<file path="config.mk">
export PLATFORM = sky130hd
export DESIGN_NAME = phase_ctrl_flat
export DESIGN_NICKNAME = d
export VERILOG_FILES = /design/src/rtl/simple_pkg.sv /design/src/rtl/phase_ctrl_if.sv /design/src/rtl/wait_timer.sv /design/src/rtl/phase_ctrl.sv /design/src/flat_wrapper.sv
export SDC_FILE = /design/constraint.sdc
export NUM_CORES = 1
export LEC_CHECK = 0
export CORE_UTILIZATION = 26
export CTS_CLUSTER_SIZE = 30
export DETAILED_ROUTE_END_ITERATION = 12
export DONT_BUFFER_PORTS = 1
export PLACE_DENSITY = 0.45
export SLEW_MARGIN = 20
export SYNTH_ARGS = -nofsm -noshare
export SYNTH_HDL_FRONTEND = slang
export SYNTH_SLANG_ARGS = --single-unit
</file>
<file path="constraint.sdc">
create_clock -name clk -period 2 [get_ports clk]
set_input_delay 0.3 -clock clk [delete_from_list [all_inputs] [get_ports clk]]
set_output_delay 0.3 -clock clk [all_outputs]
set_load 0.03 [all_outputs]
</file>
<file path="src/rtl/simple_pkg.sv">
// simple_pkg: constants and types shared by the SIMPLE core sequencer.
// Holds the phase indices, the opcode fields that change phase timing,
// and the phase controller state type.
package simple_pkg;

    localparam int NUM_PH = 5;
    localparam int WAIT_W = 3;

    // One-hot phase bit positions
    localparam int PH_IF = 0;
    localparam int PH_RD = 1;
    localparam int PH_EX = 2;
    localparam int PH_WB = 3;
    localparam int PH_PC = 4;

    // Opcode fields: instr[15:14] is the major opcode, instr[7:4] the ALU sub-op
    localparam logic [1:0] OP_LD   = 2'b00;
    localparam logic [1:0] OP_ST   = 2'b01;
    localparam logic [1:0] OP_ALU  = 2'b11;
    localparam logic [3:0] OP3_HLT = 4'b1111;

    typedef enum logic [1:0] {
        ST_HALTED = 2'd0,
        ST_RUN    = 2'd1,
        ST_STEP   = 2'd2
    } ctrl_state_t;

    // Loads and stores touch RAM in the exec/mem phase
    function automatic logic is_mem_op(input logic [1:0] op);
        return (op == OP_LD) || (op == OP_ST);
    endfunction

    function automatic logic is_hlt_op(input logic [1:0] op, input logic [3:0] op3);
        return (op == OP_ALU) && (op3 == OP3_HLT);
    endfunction

endpackage

</file>
<file path="src/rtl/phase_ctrl_if.sv">
// phase_ctrl_if: control requests in, phase/load-enable/status out.
// master = the side issuing requests and the IR; slave = the sequencer.
interface phase_ctrl_if
    import simple_pkg::*;
#(
    parameter int CNT_W = 16
);
    logic              run_req;
    logic              halt_req;
    logic              step_req;
    logic [15:0]       instr;
    logic [NUM_PH-1:0] phase;
    logic              ld_en;
    logic              halted;
    logic [CNT_W-1:0]  retired;

    modport master (
        output run_req, halt_req, step_req, instr,
        input  phase, ld_en, halted, retired
    );

    modport slave (
        input  run_req, halt_req, step_req, instr,
        output phase, ld_en, halted, retired
    );
endinterface

</file>
<file path="src/rtl/wait_timer.sv">
// wait_timer: loadable down-counter that stretches memory phases.
// Load has priority; otherwise it counts down and parks at zero.
module wait_timer
    import simple_pkg::*;
(
    input  logic              clk,
    input  logic              rst,
    input  logic              load,
    input  logic [WAIT_W-1:0] load_val,
    output logic              zero
);
    logic [WAIT_W-1:0] cnt_reg;

    // Count down remaining wait states, reload on entry to a stretched phase
    always_ff @(posedge clk or posedge rst) begin
        if (rst) begin
            cnt_reg <= '0;
        end else if (load) begin
            cnt_reg <= load_val;
        end else if (cnt_reg != '0) begin
            cnt_reg <= cnt_reg - 1'b1;
        end
    end

    assign zero = (cnt_reg == '0);
endmodule

</file>
<file path="src/rtl/phase_ctrl.sv">
// phase_ctrl: five-phase instruction sequencer with run/halt/step control.
// Optional feature macro: PHASE_CTRL_STEP_EN enables the single-step state;
// without it step_req is accepted on the port but ignored.
module phase_ctrl
    import simple_pkg::*;
#(
    parameter int MEM_WAIT = 0,
    parameter bit BOOT_RUN = 1'b1,
    parameter int CNT_W    = 16
) (
    input  logic clk,
    input  logic rst,
    phase_ctrl_if.slave bus
);
    localparam logic [WAIT_W-1:0] WAIT_LOAD = WAIT_W'(MEM_WAIT);
    // The reset P0 has no entry edge to load the timer, so it burns one
    // cycle loading MEM_WAIT-1 instead.
    localparam logic [WAIT_W-1:0] WAIT_BOOT = (MEM_WAIT > 0) ? WAIT_W'(MEM_WAIT - 1) : '0;
    localparam bit                BOOT_ARM  = BOOT_RUN && (MEM_WAIT > 0);

    ctrl_state_t        state_reg;
    logic [NUM_PH-1:0]  phase_reg;
    logic [NUM_PH-1:0]  phase_next;
    logic               halted_reg;
    logic               halt_pend_reg;
    logic               boot_arm_reg;
    logic [CNT_W-1:0]   retired_reg;

    logic               ld_en;
    logic               wait_zero;
    logic               wait_load;
    logic [WAIT_W-1:0]  wait_val;
    logic               step_in;
    logic               mem_op;
    logic               hlt_op;
    logic               boundary;
    logic               stop;
    logic               wake;
    logic               unused_bits;

`ifdef PHASE_CTRL_STEP_EN
    assign step_in     = bus.step_req;
    assign unused_bits = &{1'b0, bus.instr[13:8], bus.instr[3:0]};
`else
    assign step_in     = 1'b0;
    assign unused_bits = &{1'b0, bus.instr[13:8], bus.instr[3:0], bus.step_req};
`endif

    assign mem_op = is_mem_op(bus.instr[15:14]);
    assign hlt_op = is_hlt_op(bus.instr[15:14], bus.instr[7:4]);

    // A phase ends when no wait states remain; nothing advances while halted
    assign ld_en    = !rst && !halted_reg && wait_zero && !boot_arm_reg;
    assign boundary = phase_reg[PH_PC] && ld_en;
    // halt wins over run/step when they arrive together in HALTED
    assign wake     = halted_reg && !bus.halt_req && (bus.run_req || step_in);

`ifdef PHASE_CTRL_STEP_EN
    assign stop = hlt_op || halt_pend_reg || bus.halt_req || (state_reg == ST_STEP);
`else
    assign stop = hlt_op || halt_pend_reg || bus.halt_req;
`endif

    // Left rotation of the one-hot phase, P4 wraps to P0
    for (genvar gi = 0; gi < NUM_PH; gi++) begin : g_rot
        assign phase_next[gi] = phase_reg[(gi + NUM_PH - 1) % NUM_PH];
    end

    // Arm the wait timer on entry to every fetch and to exec/mem of LD/ST
    always_comb begin
        wait_load = 1'b0;
        wait_val  = WAIT_LOAD;
        if (boot_arm_reg) begin
            wait_load = 1'b1;
            wait_val  = WAIT_BOOT;
        end else if (wake) begin
            wait_load = 1'b1;
        end else if (ld_en && phase_reg[PH_RD] && mem_op) begin
            wait_load = 1'b1;
        end else if (boundary && !stop) begin
            wait_load = 1'b1;
        end
    end

    wait_timer u_wait_timer (
        .clk      (clk),
        .rst      (rst),
        .load     (wait_load),
        .load_val (wait_val),
        .zero     (wait_zero)
    );

    // Run/halt/step state, phase rotation and retire count
    always_ff @(posedge clk or posedge rst) begin
        if (rst) begin
            state_reg     <= BOOT_RUN ? ST_RUN : ST_HALTED;
            halted_reg    <= !BOOT_RUN;
            phase_reg     <= NUM_PH'(1);
            halt_pend_reg <= 1'b0;
            boot_arm_reg  <= BOOT_ARM;
            retired_reg   <= '0;
        end else begin
            boot_arm_reg <= 1'b0;
            if (halted_reg) begin
                if (wake) begin
`ifdef PHASE_CTRL_STEP_EN
                    state_reg <= bus.run_req ? ST_RUN : ST_STEP;
`else
                    state_reg <= ST_RUN;
`endif
                    halted_reg <= 1'b0;
                end
            end else begin
                if (bus.halt_req) begin
                    halt_pend_reg <= 1'b1;
                end
                if (ld_en) begin
                    phase_reg <= phase_next;
                end
                if (boundary) begin
                    retired_reg <= retired_reg + CNT_W'(1);
                    if (stop) begin
                        state_reg     <= ST_HALTED;
                        halted_reg    <= 1'b1;
                        halt_pend_reg <= 1'b0;
                    end
                end
            end
        end
    end

    assign bus.phase   = phase_reg;
    assign bus.ld_en   = ld_en;
    assign bus.halted  = halted_reg;
    assign bus.retired = retired_reg;
endmodule

</file>
<file path="src/flat_wrapper.sv">
// flat-port wrapper written by rule: the top's interface ports become plain ports
module phase_ctrl_flat import simple_pkg::*;
#(
    parameter int MEM_WAIT = 0,
    parameter bit BOOT_RUN = 1'b1,
    parameter int CNT_W    = 16
)
  (clk, rst, bus_run_req, bus_halt_req, bus_step_req, bus_instr, bus_phase, bus_ld_en, bus_halted, bus_retired);
  phase_ctrl_if #(.CNT_W(CNT_W)) bus_i ();
  input  logic clk;
  input  logic rst;
  input wire logic [$bits(bus_i.run_req)-1:0] bus_run_req;
  input wire logic [$bits(bus_i.halt_req)-1:0] bus_halt_req;
  input wire logic [$bits(bus_i.step_req)-1:0] bus_step_req;
  input wire logic [$bits(bus_i.instr)-1:0] bus_instr;
  output wire logic [$bits(bus_i.phase)-1:0] bus_phase;
  output wire logic [$bits(bus_i.ld_en)-1:0] bus_ld_en;
  output wire logic [$bits(bus_i.halted)-1:0] bus_halted;
  output wire logic [$bits(bus_i.retired)-1:0] bus_retired;
  assign bus_i.run_req = bus_run_req;
  assign bus_i.halt_req = bus_halt_req;
  assign bus_i.step_req = bus_step_req;
  assign bus_i.instr = bus_instr;
  assign bus_phase = bus_i.phase;
  assign bus_ld_en = bus_i.ld_en;
  assign bus_halted = bus_i.halted;
  assign bus_retired = bus_i.retired;
  phase_ctrl #(.MEM_WAIT(MEM_WAIT), .BOOT_RUN(BOOT_RUN), .CNT_W(CNT_W)) u_core (.clk(clk), .rst(rst), .bus(bus_i));
endmodule
</file>
==> impl_metrics.toml <==
[run_status]
status = "finished clean"

[final_layout]
most-common-layout-cells = "dfrtp_1, buf_4, nand2_1, xnor2_1, inv_1"
syn2layout_area_growth_pct = 23.2
final_util = 0.338
drive_gt1_frac = 0.260
diodes = 0
final_common_cell = "dfrtp_1"
finish.instance_area_um2 = 1480
largest_reg_flops = 16
final_nets = 152

[clock_tree]
htree_num_levels = 1
cts_sinks = 26
cts_tree = "done"
clk_path_buf_depth = 2
cts_buffers = 3
path_clk_slew_ns = 0.08
clkLatencyLatePin_ns = 0.26
cts_root_buffer = "clkbuf_8"

[synthesis]
synth.distinct_cells = 26
synth_top_family_by_area = "simple AND/OR/NAND/NOR gates"
synth-xor-area-share = 0.117
synth_fa_ha_area_frac = 0.0313
ys_ff_latch = 26
ys_seq_area_frac = 0.543
synth_compound_area_frac = 0.0333
syn-cell-area_um2 = 1200
syn_avg_cell_area_um2 = 11.5
synthSimpleGateAreaFrac = 0.207
netlist_instances = 104
yosys_warnings = 0
synth_nets = 128
muxShareOfSynthArea = 0.0375

[setup_path]
crit_top_cell = "buf_6"
crit_required_ns = 1.70
critPathLaunchType = "register"
crit_chain = "inv_1 -> ha_1 -> ha_2 -> buf_6 -> nor3b_4 -> buf_6 -> buf_6"
cpPeakStageDelay_ns = 0.40
worstSetupEndpointType = "output port"
cp_slowest_cell = "dfrtp_1"
worstPathArrival_ns = 1.60
path_max_fanout = 3
path_class = "reg -> out"

[sta]
final_max_slew_viol_count = 0
finalSetupViolCount = 0
finalCritPeriodShare = 0.951
fin_crit_ns = 1.90
max_slew_margin = 0.718
worst_slew_pin_slew_ns = 0.423
max_freq_mhz = 526
rsz0062_at_grt = "yes"
hold_viol = 0
finalClockSkew_ns = 0.00209
setup_slack_ns = 0.0980
fin_tns_setup_ns = 0

[power]
p_per_area_nw_per_um2 = 1050
ir_worst_vdd_mv = 0.784
leakage_nw = 0.687
finalPower_w = 0.00156

[route]
via_per_inst = 4.52
drt_wl_total_mm = 2.23
num_vias = 809
wl_per_cell_um = 12.4
dr.pass1.iters = 2
drc = 0
ant_nets = 0
drt_iter0_markers = 28

[place]
place_ws_ns = 0.132
placed_area_um2 = 1360
place_congestion = 0.678
dp_hpwl_mm = 1.68
io_buffer_count = 0

[floorplanning]
die_area_um2 = 4900
die_h_um = 70.0
initial_core_util = 0.274
core_area_um2 = 4380
rows = 24
ios = 44
die_w_um = 70.0

[global_route]
antenna_found_initial = 0
grt_pass1_wl_mm = 3.93
grt_start_max_net_pins = 27
grt_pass1_vias = 846
track_usage = 0.0989
gr-total-overflow = 0

[worst_hold_path]
min_path_type = "in -> reg"

[job]
maxCapViolations = 0
## report_power, final
| group | total (W) | internal (W) | switching (W) |
|---|---|---|---|
| sequential | 0.000753 | 0.000627 | 0.000126 |
| clock | 0.000328 | 0.000176 | 0.000152 |
| combinational | 0.000475 | 0.000230 | 0.000245 |
## logic make-up (layout without fill, tap and decap cells)
family	after synthesis	in the layout
DFF	26	26
muxes	4	4
AOI/OAI and AO/OA	7	7
and+or+nand+nor	40	40
xor gates and xnor gates	16	16
adders and majority gates	3	3
buffers and inverters	8	31
## repair_timing
action | 4_1_cts | 5_1_grt
endpoints found under the setup margin | 1 | 3
hold buffers | 1 | 0
pin swaps | 0 | 1
endpoints found under the hold margin | 25 | 0
gates resized for setup | 1 | 4
gates cloned | 0 | 0
buffers inserted | 1 | 4
## final timing paths
check / slack [ns] / cells past startpoint / end / startpoint
max in group asynchronous: 1.17 / 3 / u_core.bus.phase[0]$_DFFE_PP1P_ / rst
min in group asynchronous: 0.52 / 3 / u_core.halt_pend_reg$_DFFE_PP0N_ / rst
worst max-delay path: 0.1 / 7 / bus_ld_en / u_core.u_wait_timer.cnt_reg[0]$_DFFE_PP0P_
worst min-delay path: 0.20 / 2 / u_core.halt_pend_reg$_DFFE_PP0N_ / bus_halt_req
worst min register to register: 0.52 / 2 / u_core.halt_pend_reg$_DFFE_PP0N_ / u_core.halt_pend_reg$_DFFE_PP0N_
worst max register to register: 0.14 / 9 / u_core.bus.retired[3]$_DFFE_PP0P_ / u_core.u_wait_timer.cnt_reg[0]$_DFFE_PP0P_
## synthesized netlist by cell type
| library cell | instances | area, um2 |
|---|---|---|
| nor4_4 | 2 | 42.5 |
| dfstp_2 | 1 | 26.3 |
| nand2_1 | 14 | 52.6 |
| o21ai_0 | 3 | 15.0 |
| a211oi_1 | 1 | 7.51 |
| dfrtp_1 | 25 | 626 |
| nand4bb_1 | 1 | 11.3 |
| nor2_1 | 6 | 22.5 |
| ha_1 | 3 | 37.5 |
| xnor2_1 | 14 | 123 |
| and4_1 | 1 | 8.76 |
| a21oi_1 | 2 | 10.0 |
| nor3_1 | 1 | 5.00 |
| mux2_2 | 4 | 45.0 |
| nand3_1 | 3 | 15.0 |
| inv_1 | 7 | 26.3 |
| nor2b_1 | 1 | 6.26 |
| and2_1 | 1 | 6.26 |
| nor3b_4 | 1 | 18.8 |
| buf_6 | 1 | 11.3 |
| and3_1 | 1 | 6.26 |
| nand3b_1 | 1 | 7.51 |
| nand4_1 | 6 | 37.5 |
| o211ai_1 | 1 | 7.51 |
| xor2_1 | 2 | 17.5 |
| and2b_2 | 1 | 8.76 |
## stage by stage
stage                     cells  hold slack [ns]
after CTS                   175            0.189
after global routing        179            0.232
final                       179            0.200
after detailed placement    169            0.274
after floorplan             104            0.339
after global placement      169            0.271
## critical path: cells and delay by family (launching register included)
kind	cells	cell delay (ns)
flip-flops	1	0.40
AND/OR/NAND/NOR	1	0.20
adder cells (fa/ha/maj)	2	0.34
buffers and inverters	4	0.42
## area by class of cell
type	instances	area, um2
Fill cell	443	2900
Sequential cell	26	652
Multi-Input combinational cell	70	514
Timing Repair Buffer	20	168
Tap cell	52	65.1
Clock buffer	4	55.1
Inverter	7	26.3
## routing by layer
layer	wire, um	global-route usage	part of all wire	vias to the layer above
met1	1030	0.126	0.46	377
met2	1020	0.155	0.46	32
met3	170	0.0491	0.076	2
li1	-	-	-	398
met4	6	0.0133	0.0027	0
met5	0	0	0	-
Note: power is estimated with default switching activity, not from simulation.
